`src/rtl/dmem_port_arbiter.sv`:
```
// ---------------------------------------------------------------------------
// dmem_port_arbiter
//
// Shares the single-port synchronous data memory between the CPU load/store
// path (cpu_*) and the debug / program-loader path (dbg_*). A winning
// request is latched in IDLE, presented to the memory for exactly one cycle
// (ACCESS), read data is captured one cycle later (CAPTURE), and the owner
// receives a one-cycle acknowledge (DONE).
//
// Build option:
//   DMEM_ARB_ROUND_ROBIN_EN  defined   : simultaneous requests are granted to
//                                        the port that did not win last time.
//                            undefined : fixed priority, cpu wins every tie.
//
// Handshake: a requester raises <p>_req with stable <p>_we/<p>_addr/
//   <p>_wdata and holds <p>_req until the single-cycle <p>_ack pulse. The
//   request fields are latched on the grant edge, so they may change after
//   it. A req still high on the edge after ack is taken as a new request.
//
// Ports:
//   clock, reset              system clock, asynchronous active-high reset
//   cpu_req/we/addr/wdata     CPU request
//   cpu_rdata, cpu_ack        CPU read data (registered), completion pulse
//   cpu_stall                 cpu_req & ~cpu_ack (fetch-stage stall)
//   dbg_req/we/addr/wdata     debug request
//   dbg_rdata, dbg_ack        debug read data (registered), completion pulse
//   mem_we/addr/wdata         memory request (address/data from latches)
//   mem_rdata                 memory read data, valid cycle after address
//   busy                      high whenever the FSM is not in IDLE
//   fsm_state                 current FSM state (observation only)
//   last_owner                owner of the most recent grant (0=cpu, 1=dbg)
// ---------------------------------------------------------------------------
module dmem_port_arbiter #(
  parameter int ADDR_WIDTH = 14,
  parameter int DATA_WIDTH = 32
) (
  input  logic                  clock,
  input  logic                  reset,
  input  logic                  cpu_req,
  input  logic                  cpu_we,
  input  logic [ADDR_WIDTH-1:0] cpu_addr,
  input  logic [DATA_WIDTH-1:0] cpu_wdata,
  output logic [DATA_WIDTH-1:0] cpu_rdata,
  output logic                  cpu_ack,
  output logic                  cpu_stall,
  input  logic                  dbg_req,
  input  logic                  dbg_we,
  input  logic [ADDR_WIDTH-1:0] dbg_addr,
  input  logic [DATA_WIDTH-1:0] dbg_wdata,
  output logic [DATA_WIDTH-1:0] dbg_rdata,
  output logic                  dbg_ack,
  output logic                  mem_we,
  output logic [ADDR_WIDTH-1:0] mem_addr,
  output logic [DATA_WIDTH-1:0] mem_wdata,
  input  logic [DATA_WIDTH-1:0] mem_rdata,
  output logic                  busy,
  output logic [1:0]            fsm_state,
  output logic                  last_owner
);

  typedef enum logic [1:0] {
    S_IDLE    = 2'd0,
    S_ACCESS  = 2'd1,
    S_CAPTURE = 2'd2,
    S_DONE    = 2'd3
  } state_t;

  localparam logic OWN_CPU = 1'b0;
  localparam logic OWN_DBG = 1'b1;

  state_t                r_state;
  logic                  r_owner;
  logic                  r_last_owner;
  logic                  r_we_q;
  logic [ADDR_WIDTH-1:0] r_addr_q;
  logic [DATA_WIDTH-1:0] r_wdata_q;
  logic                  r_mem_we;
  logic                  r_cpu_ack;
  logic                  r_dbg_ack;
  logic [DATA_WIDTH-1:0] r_cpu_rdata;
  logic [DATA_WIDTH-1:0] r_dbg_rdata;

  logic                  w_any_req;
  logic                  w_grant;
  logic                  w_win_we;
  logic [ADDR_WIDTH-1:0] w_win_addr;
  logic [DATA_WIDTH-1:0] w_win_wdata;

  assign w_any_req = cpu_req | dbg_req;

  // Winner selection; only consulted while the FSM sits in IDLE.
  always_comb begin
    w_grant = OWN_CPU;
    if (cpu_req && dbg_req) begin
`ifdef DMEM_ARB_ROUND_ROBIN_EN
      // last_owner resets to dbg, so the first tie goes to cpu.
      w_grant = ~r_last_owner;
`else
      w_grant = OWN_CPU;
`endif
    end else if (dbg_req) begin
      w_grant = OWN_DBG;
    end
  end

  always_comb begin
    w_win_we    = cpu_we;
    w_win_addr  = cpu_addr;
    w_win_wdata = cpu_wdata;
    if (w_grant == OWN_DBG) begin
      w_win_we    = dbg_we;
      w_win_addr  = dbg_addr;
      w_win_wdata = dbg_wdata;
    end
  end

  // Single sequencer. mem_we and the acks are registered so that they are
  // glitch-free and drop immediately with the asynchronous reset.
  always_ff @(posedge clock or posedge reset) begin
    if (reset) begin
      r_state      <= S_IDLE;
      r_owner      <= OWN_CPU;
      r_last_owner <= OWN_DBG;
      r_we_q       <= 1'b0;
      r_addr_q     <= '0;
      r_wdata_q    <= '0;
      r_mem_we     <= 1'b0;
      r_cpu_ack    <= 1'b0;
      r_dbg_ack    <= 1'b0;
      r_cpu_rdata  <= '0;
      r_dbg_rdata  <= '0;
    end else begin
      case (r_state)
        S_IDLE: begin
          if (w_any_req) begin
            r_owner      <= w_grant;
            r_last_owner <= w_grant;
            r_we_q       <= w_win_we;
            r_addr_q     <= w_win_addr;
            r_wdata_q    <= w_win_wdata;
            r_mem_we     <= w_win_we;
            r_state      <= S_ACCESS;
          end
        end
        S_ACCESS: begin
          r_mem_we <= 1'b0;
          if (r_we_q) begin
            // Writes need no capture cycle: acknowledge directly.
            r_cpu_ack <= (r_owner == OWN_CPU);
            r_dbg_ack <= (r_owner == OWN_DBG);
            r_state   <= S_DONE;
          end else begin
            r_state <= S_CAPTURE;
          end
        end
        S_CAPTURE: begin
          // mem_rdata now reflects the address presented during ACCESS.
          if (r_owner == OWN_CPU) begin
            r_cpu_rdata <= mem_rdata;
          end else begin
            r_dbg_rdata <= mem_rdata;
          end
          r_cpu_ack <= (r_owner == OWN_CPU);
          r_dbg_ack <= (r_owner == OWN_DBG);
          r_state   <= S_DONE;
        end
        S_DONE: begin
          r_cpu_ack <= 1'b0;
          r_dbg_ack <= 1'b0;
          r_state   <= S_IDLE;
        end
        default: begin
          r_state <= S_IDLE;
        end
      endcase
    end
  end

  assign cpu_rdata  = r_cpu_rdata;
  assign dbg_rdata  = r_dbg_rdata;
  assign cpu_ack    = r_cpu_ack;
  assign dbg_ack    = r_dbg_ack;
  assign cpu_stall  = cpu_req & ~r_cpu_ack;
  assign mem_we     = r_mem_we;
  assign mem_addr   = r_addr_q;
  assign mem_wdata  = r_wdata_q;
  assign busy       = (r_state != S_IDLE);
  assign fsm_state  = r_state;
  assign last_owner = r_last_owner;

endmodule

```
`config.mk`:
```
export PLATFORM = sky130hd
export DESIGN_NAME = dmem_port_arbiter
export DESIGN_NICKNAME = d
export VERILOG_FILES = /design/src/rtl/dmem_port_arbiter.sv
export SDC_FILE = /design/constraint.sdc
export NUM_CORES = 1
export LEC_CHECK = 0
export ABC_CLOCK_PERIOD_IN_PS = 5700
export CAP_MARGIN = 20
export CORE_UTILIZATION = 41
export CTS_CLUSTER_DIAMETER = 80
export DETAILED_ROUTE_END_ITERATION = 12
export MAX_ROUTING_LAYER = met4
export PLACE_DENSITY = 0.81
export SLEW_MARGIN = 30
export SYNTH_ARGS = -nofsm -noshare
export SYNTH_HDL_FRONTEND = slang
export SYNTH_SLANG_ARGS = --single-unit
```
`constraint.sdc`:
```
create_clock -name clock -period 5.7 [get_ports clock]
set_input_delay 1.425 -clock clock [delete_from_list [all_inputs] [get_ports clock]]
set_output_delay 1.425 -clock clock [all_outputs]
set_load 0.02 [all_outputs]
```
==> results of run 1 <==
through the flow:
step | power, mW | setup WS, ps | utilization
final | 5.003 | 1317 | 0.6855
after global routing | 5.276 | 1241 | 0.6855
after CTS | 5.061 | 1322 | 0.6853
after detailed placement | 3.851 | 1334 | 0.6291
after global placement | 3.769 | 1345 | 0.6291
after floorplan | 2.732 | 1148 | -
registers in the layout (all words and copies together), names as in the netlist:
signal and cells:
dbg_rdata 32, cpu_rdata 32, r_owner 1, fsm_state 2, dbg_ack 1, mem_we 1, last_owner 1, mem_addr 14
cpu_ack 1, r_we_q 1, mem_wdata 32
Yosys cell counts (all sizes together):
master	instances
o31ai	2
a211oi	1
nor2b	2
buf	19
mux2	66
dfstp	1
mux2i	46
or3b	1
clkbuf	4
a21oi	5
nand2b	1
nand2	49
nor2	3
a22oi	2
ha	6
inv	6
dfrtp	117
o22ai	1
o21ai	50
power by group through the flow:
stage / logic (mW) / registers (mW) / clock network (mW)
floorplan: 0.738 / 1.99 / 0
global placement: 2.29 / 1.48 / 0
detailed placement: 2.35 / 1.50 / 0
CTS: 2.35 / 1.50 / 1.21
global route: 2.47 / 1.55 / 1.25
finish: 2.32 / 1.49 / 1.19
worst max-delay path, stage by stage:
cell             delay, ps
clkdlybuf4s50_1        650
inv_1                  140
nor2_1                 120
clkdlybuf4s50_1        630
layer usage:
metal / vias to the layer above / wire (um) / part of all wire
met5: - / 0 / 0
met4: 0 / 242 / 0.020
met3: 22 / 1003 / 0.081
met2: 180 / 6423 / 0.52
met1: 1800 / 4724 / 0.38
li1: 1837 / - / -
placed cells by master (no fill, tap or decap), types with 4 or more instances in the layout:
master | netlist | final
a21oi_1 | 5 | 5
buf_4 | 4 | 4
bufinv_16 | 0 | 5
clkbuf_16 | 0 | 17
clkbuf_8 | 0 | 6
clkdlybuf4s50_1 | 0 | 247
dfrtp_1 | 117 | 117
ha_1 | 6 | 6
inv_1 | 6 | 5
mux2_2 | 64 | 64
mux2i_1 | 46 | 46
nand2_1 | 49 | 49
o21ai_0 | 19 | 19
o21ai_1 | 18 | 17
o21ai_2 | 13 | 13
how the worst max path moves through the flow:
| stage | start | end | slack [ps] | cells after the start |
|---|---|---|---|---|
| 2_1_floorplan | reset | cpu_ack | 1150 | 1 |
| 3_3_place_gp | cpu_req | cpu_stall | 1340 | 4 |
| 3_5_place_dp | cpu_req | cpu_stall | 1330 | 4 |
| 4_1_cts | cpu_req | cpu_stall | 1320 | 4 |
| 5_1_grt | cpu_req | cpu_stall | 1240 | 4 |
| 6_report | cpu_req | cpu_stall | 1320 | 4 |
layout make-up:
cell class / instances / area, um^2 / area share
Clock inverter: 7 / 163.9 / 0.01991
Inverter: 6 / 27.53 / 0.003343
Multi-Input combinational cell: 235 / 1891 / 0.2296
Sequential cell: 118 / 2954 / 0.3588
Tap cell: 147 / 183.9 / 0.02234
Timing Repair Buffer: 251 / 2502 / 0.3039
Clock buffer: 24 / 511.7 / 0.06215
cell families (layout without fill, tap and decap cells):
logic type	Yosys count	in the layout
and+or+nand+nor	56	56
adders and majority gates	6	6
buffers and inverters	29	288
AOI/OAI and AO/OA	61	61
muxes	112	112
DFF	118	118
==> results.md, run 1 <==
GRT:
- The number of antenna violations at the first check in global routing was 0.
- For this run, global-route usage on met1 was measured as 0.2158.
- The global routing met2 resource utilization is 0.3687.
- The remaining global-route overflow is 0.
- Entering global routing, the biggest net connects around 90 pins.
- The most utilized layer in the global route result is met2.
- The via count of the first global-routing pass is slightly below 4k.
- The global-route met3 utilization is 0.06052.
- The global-route wire length before repair is 19.44 mm.
- The total routing resource utilization after global routing is 0.2063.

CTS:
- The count of instances resized after the clock tree is built is 0.
- The total number of H-tree levels is 4.
- Clock-pin slew was measured on the worst setup and hold paths at 50 ps.
- Counting along the longest clock path gives a buffer depth of 2.
- The post-CTS setup buffer count is 0.
- The total CTS buffers is 17.
- For this design, the CTS-stage hold fixing added 0 buffers.
- The clock drives between 100 and 150 sinks.
- The clock latency reported for the late side of the worst-skew pair is between 300 and 400 ps.
- TritonCTS built the clock tree.
- The cell at the root of the clock tree is clkbuf_16.

Layout:
- The number of fill cells is roughly 900.
- In the final layout, the share of cells above drive strength 1 is 0.1825.
- The number of diodes is 0.
- The area added between synthesis and finish is 63.14%.
- Once layout is complete, the cells apart from fillers number ~790.
- For this run, the post-layout net count is 765.
- Summing all non-filler instances in the final layout gives an area of slightly above 8000 um^2.

Synthesis:
- Measured against the total synthesized area, the mux share comes to 0.2385.
- The share of the synthesized area in compound gates (AO/OA/AOI/OAI) is 0.07288.
- Of the total synthesized cell area, the portion taken by XOR and XNOR cells is 0.
- Ranked by total cell area, the synthesized netlist is headed by dfrtp_1 (58%), mux2_2 (14%), mux2i_1 (9.1%).
- Summed over all instances, the cell type with the most area after synthesis is dfrtp_1.
- After synthesis the netlist holds a flip-flop and latch count of 118.
- After synthesis, the largest family of logic cells by area is multiplexers.
- The synthesized netlist net count is around 520.
- Of the total synthesized cell area, the portion taken by AND, OR, NAND and NOR gates is 0.04561.
- The sequential-to-total area share from yosys stat is 0.5853.
- The post-synthesis share of cell area spent on full adders, half adders and majority gates is 0.01487.
- Synthesis produced a netlist whose cell count is approximately 380.
- Averaged over all synthesized cells, the footprint is between 10 and 15 um^2.
- For this run, the number of Yosys warnings is 0.
- The share of synthesized area in the top cell type comes to 0.5801.
- The netlist area before placement is slightly above 5000 um^2.
- The number of different library cells used by synthesis comes to 26.

Power:
- The internal portion of the total power is about 3.3 mW.
- The net switching power figure is 1.714 mW.
- Of the total power, registers draw 0.298.
- Of the total power, combinational logic draws 0.464.
- The switching fraction of total power is 0.3425.
- IR analysis of the VDD net gives a maximum drop of 0.2016 mV.
- The share of total power dissipated in the clock network is 0.237.
- The power density normalized to cell area is a little over 600 nW/um^2.
- The leakage power total is 3.690 nW.

Setup path:
- The number of cells on the worst reg-to-reg path is 5.
- At the worst endpoint, the arrival time is approximately 3000 ps.
- In this run the worst path has a maximum fanout of 8.
- The startpoint type of the worst setup path is an input port.
- The internal reg-to-reg setup slack is roughly 3500 ps.
- The classification of the worst setup path is in -> out.
- The startpoint of the worst register-to-register path is fsm_state[0].
- The endpoint kind of the worst setup timing path is a primary output.
- The endpoint identified for the worst register-to-register timing path is mem_addr[10].
- The data required time at the worst endpoint is approximately 4300 ps.

STA:
- Setup repair after global routing left no endpoint under its margin.
- The accumulated negative setup slack is 0 ps.
- For the pin with the worst max-slew slack, the measured transition is roughly 860 ps.
- The worst clock skew is just under 6 ps.
- The number of slew-limit violations in the final report came to 0.
- The part of the cycle the worst path needs is 0.7689.
- The count of final setup violators is 0.
- The hold violation count in the final report is 0.
- The worst slack on hold paths is 473.3 ps.
- After layout, the minimum clock period comes to 4383 ps.
- The worst pin sits at a relative slew slack of 0.4249.
- The achievable frequency is about 0.23 GHz.

Routing:
- The first TritonRoute pass finished after 4 iterations.
- Wires add up to 12.39 mm.
- The count of nets left with antenna violations once routing finished came out at 0.
- Dividing the detail-routed wire length by the instance count gives 15.73 um.
- The via count is roughly 3.8k.
- The DRC violation total after the first TritonRoute iteration is 127.
- The remaining routing DRC violations is 0.
- After detailed routing, the number of vias per cell comes to 4.872.

Hold path:
- The worst hold path begins at mem_addr[5].
- The path class of the lowest-slack min-delay path is reg -> reg.
- The instance count along the most critical hold path is 2.
- The worst hold path terminates at mem_addr[5].

Placed design:
- The instance count after placement with tap cells included is roughly 760.
- After detailed placement, the total cell area comes to between 7000 and 8000 um^2.
- Routability-driven placement finished with a final weighted congestion of 0.7294.
- The count of buffers added on input and output ports is between 200 and 250.
- The HPWL after detailed placement is 9.388 mm.

Floorplanning:
- The core box area is between 10000 and 15000 um^2.
- In this run the vertical extent of the chip is 113.0 um.
- The area of the die is approximately 13000 um^2.
- The floorplan has 40 rows.
- For this design the top-level I/O count stands at between 200 and 250.
- The width of the chip is approximately 110 um.
- The initial cell density of the core is 0.4202.

Job:
- The number of max-cap violations is 0.

Run status:
- The flow ran to the end, and the final reports show no timing, DRC or antenna violations.
Note: power is estimated with default switching activity, not from simulation.
==> run 2, diff against run 1 <==
Settings changed: ABC_CLOCK_PERIOD_IN_PS 5700 to 4400.
Clock period 5.7 ns to 4.4 ns, I/O delays scaled along.
==> run 2 against run 1 <==
Effect of this change:
- routed wire length is 1.7% higher
- global-route usage is 0.71 points higher
- critical path depth stayed put
- clock power up 9%
- total power up 25%
- cell count stayed put
- clock skew is 2.9 ps higher
- sequential share of layout area rose by 0.41 points
- sequential power up 30%
- non-clock buffer count stayed put
==> results.md, run 2 (synthesis gave the netlist of run 1 again) <==
Run status:
- The run finished with clean final reports.

CTS:
- The clock net sink count is 118 (unchanged).
- The number of buffers added to fix hold violations after cts is 0 (unchanged).
- The largest buffer count on any clock path is 2 (unchanged).
- The clock tree from TritonCTS is yes.
- The post-CTS setup buffer count is 0 (unchanged).
- The cell at the root of the clock tree is clkbuf_16.
- The clock transition at the registers of the reported paths is 50 ps (about the same).
- The total CTS buffers is 17 (unchanged).
- The count of instances resized after the clock tree is built is 0 (unchanged).
- The clock latency reported for the late side of the worst-skew pair was 390 ps (about the same).
- The total number of H-tree levels is 4 (unchanged).

Layout:
- The fraction of final layout cells with drive strength greater than 1 is 0.1794 (-0.003120).
- The area added between synthesis and finish is 61.28%.
- The final instance count without filler cells is 788 (unchanged).
- The library cells used most frequently in the layout, excluding fill and tap cells, are clkdlybuf4s50_1 (247), dfrtp_1 (117), mux2_2 (64).
- Leaving out fill and tap cells, the most frequent cell in the layout is clkdlybuf4s50_1.
- The number of diodes is 0 (unchanged).
- The final standard cell utilization of the core was 0.6777 (-0.007813).
- The final layout net count is 765 (unchanged).

GRT:
- The number of antenna violations at the first check in global routing is 0 (unchanged).
- The via count of the first global-routing pass is 3982 (+1.7%).
- The remaining global-route overflow was 0 (unchanged).
- The total routing resource utilization after global routing is 0.2134 (+0.007100).
- The maximum number of pins on one net before global-route repair was 88 (unchanged).
- The global-route wire length before repair is 20.34 mm (+4.6%).

Routing:
- The number of vias per cell after detailed routing is 4.881 (+0.18%).
- The routed length per placed instance was 16.00 um (+1.7%).
- The detailed-router iteration count before antenna repair is 4 (unchanged).
- The wire length after detailed routing is 12.61 mm (+1.7%).
- The remaining routing DRC violations came to 0 (unchanged).
- The DRC violation total after the first TritonRoute iteration is 172 (+35%).
- The count of antenna-violating nets left after detailed routing came to 0 (unchanged).
- The via count was 3846 (+0.18%).

Job:
- The number of max-cap violations came to 0 (unchanged).

Setup path:
- The cell occurring most often along the worst timing path is clkdlybuf4s50_1.
- The cell with the biggest individual delay on the critical path is clkdlybuf4s50_1.
- The highest cell delay on the worst timing path is 670 ps (+20 ps).
- STA classifies the critical path endpoint as a primary output.
- The signal on the critical path passes through clkdlybuf4s50_1, inv_1, nor2_1, clkdlybuf4s50_1.
- The worst setup path is launched from an input port.
- The data required time at the worst endpoint was 3300 ps (-980 ps).
- The critical path data arrival time is 2630 ps (-330 ps).
- The critical-path maximum fanout is 8 (unchanged).
- The critical path in this run is classified as in -> out.

STA:
- The hold violation count in the final report came to 0 (unchanged).
- The accumulated negative setup slack is 0 ps (unchanged).
- Dividing the final minimum period by the clock period gives 0.8481.
- The final setup slack of the worst path is 668.1 ps (-649.1 ps).
- The count of final setup violators is 0 (unchanged).
- The number of slew-limit violations in the final report is 0 (unchanged).
- The achievable frequency is 0.2680 GHz.
- The final critical path time including I/O delays and setup is about 3700 ps.
- The tightest slew margin relative to the limit is 0.4455 (+0.02059).
- The slew at the pin closest to its max-slew limit came to 831.7 ps (-30.88 ps).
- The worst clock skew is 8.681 ps (+2.863 ps).
- Setup repair after global routing left no endpoint under its margin.

Power:
- The net switching power figure is 2.232 mW (+30%).
- The switching fraction of total power came to 0.3571 (+0.01463).
- The internal power consumption came to 4.018 mW (+22%).
- The clock power share is 0.207 (-0.030).
- The fraction of power consumed by sequential logic is 0.311 (+0.013).
- The power density normalized to cell area is 767.9 nW/um^2 (+26%).
- The leakage power total is 3.644 nW (-1.2%).
- The combinational fraction of design power was 0.482 (+0.018).
- The maximum VDD drop is 0.3101 mV (+54%).

Floorplanning:
- The area of the die is 12760 um^2 (unchanged).
- The core box area is 12010 um^2 (unchanged).
- The width of the chip is 113.0 um (unchanged).
- The top-level I/O count was 248 (unchanged).
- The placement row count is 40 (unchanged).
- The initial cell density of the core is 0.4202 (unchanged).
- The vertical die dimension came to 113.0 um (unchanged).

Hold path:
- The path class of the tightest hold or removal check is reg -> reg.

Placed design:
- The setup slack after placement was 668.8 ps (-665.2 ps).
- The instance count after placement with tap cells included is 757 (unchanged).
- The HPWL after detailed placement is 9.403 mm (+0.16%).
- The placer's final routability congestion estimate is 0.7403 (+1.5%).
- The count of buffers inserted at the top-level ports is 247 (unchanged).
==> run 2: cell count changes in the layout (fill, tap and decap cells not counted), sizes merged <==
cell and change:
clkinv +5, clkbuf -3, clkinvlp +1, bufinv -3
==> run 2: worst paths after layout <==
check | to | from | cells past startpoint | slack (ps)
worst min-delay path | mem_addr[2] | mem_addr[2] | 2 | 480
worst max register to register | dbg_rdata[17] | fsm_state[0] | 5 | 2510
worst min register to register | mem_addr[2] | mem_addr[2] | 2 | 480
worst max-delay path | cpu_stall | cpu_req | 4 | 670
max in group asynchronous | last_owner | reset | 3 | 2460
min in group asynchronous | mem_wdata[5] | reset | 2 | 1200
==> run 2: routing by layer <==
layer,share of wire,vias up,global-route usage,wire (um)
met5,0,-,-,0
met4,0.0099,0,0.05877,125
met3,0.062,9,0.05088,785
met2,0.53,166,0.3794,6648
met1,0.40,1849,0.2405,5048
li1,-,1822,-,-
==> run 2: area by class of cell <==
cell class	count	area, um^2
clock buffer	21	450.4
clock inverter	10	106.4
fill	914	3871
inverter	6	27.53
multi-input combinational	235	1891
sequential	118	2954
tap	147	183.9
timing repair buffer	251	2527
==> run 2: worst max-delay path: cells and delay by family <==
kind	cells	cell delay (ps)
and+or+nand+nor	1	110
buffers and inverters	3	1420
==> run 2: stage by stage <==
step / area (um^2) / power (mW) / hold slack, ps
global route: 8140 / 6.598 / 497.6
CTS: 8138 / 6.321 / 478.1
floorplan: 5047 / 3.539 / 534.5
global placement: 7581 / 4.898 / 462.6
detailed placement: 7581 / 4.996 / 465.8
finish: 8140 / 6.251 / 475.5
==> run 2: power by group through the flow <==
stage               Clock (mW)  Combinational, mW  Sequential (mW)
floorplan                    0              0.957             2.58
global placement             0               2.98             1.92
detailed placement           0               3.04             1.96
CTS                       1.32               3.05             1.95
global route              1.37               3.21             2.02
finish                    1.30               3.01             1.94
